<file path="config.mk">
export PLATFORM = sky130hd
export DESIGN_NAME = pc_fetch_unit
export DESIGN_NICKNAME = d
export VERILOG_FILES = /design/src/rtl/pc_fetch_unit.sv
export SDC_FILE = /design/constraint.sdc
export NUM_CORES = 1
export LEC_CHECK = 0
export BUFFER_PORTS_ARGS = -buffer_cell sky130_fd_sc_hd__buf_2
export CAP_MARGIN = 10
export CORE_MARGIN = 2
export CORE_UTILIZATION = 30
export DETAILED_ROUTE_END_ITERATION = 8
export SLEW_MARGIN = 0
export SYNTH_ARGS = -nofsm -noshare
export SYNTH_HDL_FRONTEND = slang
export SYNTH_SLANG_ARGS = --single-unit
</file>
<file path="constraint.sdc">
create_clock -name CLK -period 2.2 [get_ports CLK]
set_input_delay 0.11 -clock CLK [delete_from_list [all_inputs] [get_ports CLK]]
set_output_delay 0.11 -clock CLK [all_outputs]
set_load 0.005 [all_outputs]
</file>
<file path="src/rtl/pc_fetch_unit.sv">
// PC register and fetch-redirect stage: advances the fetch address, applies EX-stage redirects,
// and parks a redirect that arrives during an instruction-memory miss until the miss clears.
module pc_fetch_unit #(
  parameter logic [31:0] RESET_PC = 32'h0000_0000
) (
  input  logic        CLK,
  input  logic        RESET,
  input  logic        PC_MUX_OUT,
  input  logic [31:0] BRANCH_TARGET,
  input  logic        STALL,
  input  logic        IMEM_BUSYWAIT,
  output logic [31:0] PC,
  output logic [31:0] PC_PLUS_4,
  output logic        IMEM_READ,
  output logic        FLUSH,
  output logic [31:0] BRANCH_COUNT
);

  typedef enum logic [0:0] {StRun, StPending} state_e;

  state_e      state_q;
  logic [31:0] pc_q;
  logic [31:0] redir_pc_q;
  logic        imem_read_q;
  logic [31:0] branch_count_q;
  logic [31:0] eff_target;

  // Low address bits are dropped silently; misaligned targets raise no exception here.
  assign eff_target   = BRANCH_TARGET & 32'hFFFF_FFFC;
  assign PC           = pc_q;
  assign PC_PLUS_4    = pc_q + 32'd4;
  assign IMEM_READ    = imem_read_q;
  assign BRANCH_COUNT = branch_count_q;

  // The first edge after reset release only starts fetching, so no redirect is taken there.
  assign FLUSH = RESET & imem_read_q & ((state_q == StPending) | PC_MUX_OUT);

  always_ff @(posedge CLK or negedge RESET) begin
    if (!RESET) begin
      state_q        <= StRun;
      pc_q           <= RESET_PC;
      redir_pc_q     <= 32'h0;
      imem_read_q    <= 1'b0;
      branch_count_q <= 32'h0;
    end else if (!imem_read_q) begin
      imem_read_q <= 1'b1;
    end else begin
      unique case (state_q)
        StRun: begin
          if (PC_MUX_OUT) begin
            branch_count_q <= branch_count_q + 32'd1;
            if (IMEM_BUSYWAIT) begin
              redir_pc_q <= eff_target;
              state_q    <= StPending;
            end else begin
              pc_q <= eff_target;
            end
          end else if (!IMEM_BUSYWAIT && !STALL) begin
            pc_q <= pc_q + 32'd4;
          end
        end
        StPending: begin
          // STALL is deliberately ignored: the stalled instruction is being flushed anyway.
          if (!IMEM_BUSYWAIT) begin
            pc_q    <= redir_pc_q;
            state_q <= StRun;
          end
        end
        default: state_q <= StRun;
      endcase
    end
  end

endmodule

</file>
==> out/metrics.yaml <==
global_route:
  antenna_found_initial: 0
  grt_max_degree: 72
  grt-ovfl-total: 0
  grt_first_pass_wirelength_um: 23700
  grtUsageTotal_pct: 16.6
  grt_pass1_vias: 4480
route:
  first_pass_iters: 4
  totalWireLength_um: 14800
  wl_per_cell_um: 16.7
  postRouteAntennaNets: 0
  drc: 0
  drt_iter0_markers: 268
  vias: 4538
  vias_per_cell: 5.13
floorplanning:
  die-area_um2: 17900
  fp.dieW_um: 134
  initial_core_util_pct: 30.5
  io_pins: 135
  core_area_um2: 16500
  rows: 47
  die_y_um: 134
power_and_ir_drop:
  p_sw_mw: 1.80
  power_density_nw_per_um2: 838
  p_leak_nw: 3.24
  vdd_drop_max_mv: 0.373
  p_sw_share_pct: 31.4
  intPower_mw: 3.91
  seqPwrFrac_pct: 42.4
  p_comb_share_pct: 27.5
  power.total_mw: 5.71
  p_clk_share_pct: 30.2
sta:
  max_freq_ghz: 0.465
  slew_headroom_pct: 54.5
  finalSetupTns_ns: 0
  setup_ws_ns: 0.0510
  layout_min_cycle_time_ns: 2.15
  timing.final.crit_share_pct: 97.7
  rsz0062_at_grt: "true"
  finClkSkew_ns: 0.00852
  timing.hold.ws_ns: 0.0147
  setup_viol_count_final: 0
  finalHoldViolCount: 0
  slew_viol_final: 0
  worstMarginPinSlew_ns: 0.682
synthesis:
  yosysUniqueCellTypes: 55
  yosysTopAreaCellShare_pct: 46.7
  synth_cells: 491
  synthTopCellsByCount: "dfrtp_1 (94), xnor2_1 (38), nand2_1 (34)"
  synth_edf_count: 0
  async_reset_ff_share_pct: 100
  yosysWarnings: 0
  syn_area_per_cell_um2: 10.3
  ys.flop_type: "dfrtp_1"
  yosys.area.top_type: "dfrtp_1"
  synth-seq-cells: 94
  yosysMostFrequentCell: "dfrtp_1"
  synth_area_leaders: "dfrtp_1 (47%), mux2_2 (6.9%), xnor2_1 (6.6%)"
  synth.cell_area_um2: 5040
  seq_area_frac_synth_pct: 46.7
clocking:
  clockBufferDepth: 2
  clock_insertion_delay_worst_skew_ns: 0.35
  htree_levels: 3
  cts_tree: "yes"
  clkSlewWorstSetupHoldPaths_ns: 0.07
  root_buffer: "clkbuf_16"
  cts.sinks: 94
  cts_buffers: 9
setup_path:
  rr_worst_depth: 8
  crit_fanout: 5
  endpoint_kind: "primary output"
  startpoint_type: "flip-flop"
  cp.required_ns: 2.09
  worstSetupPathType: "flip-flop to primary output"
  arrival_ns: 2.04
placed_design:
  routabilityCongestion: 0.810
  io_buffer_count: 128
  placed_area_um2: 6060
  dp_hpwl_um: 10200
  place_inst: 839
  post-place-ws_ns: 0.165
job:
  cap_violations: 0
finish:
  n_fill_cell: 1610
  finalInstanceArea_um2: 6810
  drive_gt1_share_pct: 40.8
  final_cell_count_no_fill: 885
  final_util_pct: 41.2
  seqCellArea_um2: 2360
  multiInputGateArea_um2: 2660
  syn_to_final_growth_pct: 35.1
  finalNetCount: 699
  diodes: 0
run_status:
  status: "complete, no violations"
min_path:
  hold_path_depth: 2
  hold_class: "input pin to flip-flop"
## critical path, cell delays in order (launching register included)
cell and delay (ns):
dfrtp_1 0.36, ha_2 0.20, nand3_2 0.09, or4_4 0.52, nor3_4 0.24, xor2_1 0.15
buf_2 0.12
## path summary, 6_finish.rpt
kind,startpoint,end,slack (ns)
min in group asynchronous,RESET,redir_pc_q[12],0.21
worst max-delay path,PC[3],PC_PLUS_4[26],0.05
worst min register to register,BRANCH_COUNT[15],BRANCH_COUNT[15],0.49
worst min-delay path,BRANCH_TARGET[25],redir_pc_q[25],0.01
worst max register to register,PC[3],PC[18],0.13
max in group asynchronous,RESET,BRANCH_COUNT[1],1.27
## registers in the layout (all words and copies together) (netlist names)
register / flops
BRANCH_COUNT: 32
PC: 30
redir_pc_q: 30
IMEM_READ: 1
state_q: 1
## repair_timing
item                                   CTS  global route
hold buffers                            11             0
endpoints found under the hold margin   33             0
buffers inserted                        10             9
setup endpoints to repair               13            16
gates resized for setup                 15            31
cloned                                   0             1
pin swaps                                4             8
## power groups by stage
stage,sequential (mW),clock (mW),combinational (mW)
floorplan,2.37,0,0.778
global placement,2.41,0,1.40
detailed placement,2.44,0,1.43
CTS,2.39,1.77,1.52
global route,2.47,1.84,1.73
finish,2.42,1.72,1.57
## metal layers
layer	vias to the layer above	share of wire, %	track usage (%)
li1	2114	-	-
met1	2282	46	23.1
met2	129	48	26.9
met3	13	4.3	2.51
met4	0	1.2	4.79
met5	-	0	0
## final cells by class
class / instances / area share [%]
multi-input combinational: 358 / 39.1
timing repair buffer: 190 / 17.0
inverter: 7 / 0.386
clock inverter: 5 / 1.19
sequential: 94 / 34.7
tap: 220 / 4.04
clock buffer: 11 / 3.56
## placed cells by master (no fill, tap or decap), types with 6 or more instances in the layout
cell	count
buf_2	127
dfrtp_1	84
buf_4	48
xnor2_1	36
nand2_1	33
mux2_2	31
o21ai_0	28
nand3_1	19
xor2_1	19
nor2_1	19
a21oi_1	18
and3_1	14
a22oi_1	14
nand4_1	11
dlygate4sd3_1	11
dfrtp_2	10
nor3_1	9
clkbuf_16	9
inv_1	7
o31ai_1	6
o31a_1	6
o22ai_1	6
a222oi_1	6
o2bb2ai_1	6
## cell families (layout without fill, tap and decap cells)
| logic type | Yosys count | count (layout) | synth area share, % |
|---|---|---|---|
| adder cells (fa/ha/maj) | 2 | 2 | 0.496 |
| flip-flops | 94 | 94 | 46.7 |
| multiplexers | 35 | 35 | 7.72 |
| other | 2 | 5 | 0.149 |
| AND/OR/NAND/NOR | 146 | 146 | 15.8 |
| buffers and inverters | 42 | 213 | 3.80 |
| XOR/XNOR | 59 | 59 | 10.3 |
| AO/OA/AOI/OAI | 111 | 111 | 15.1 |
Power figures use the tool's default switching activity.
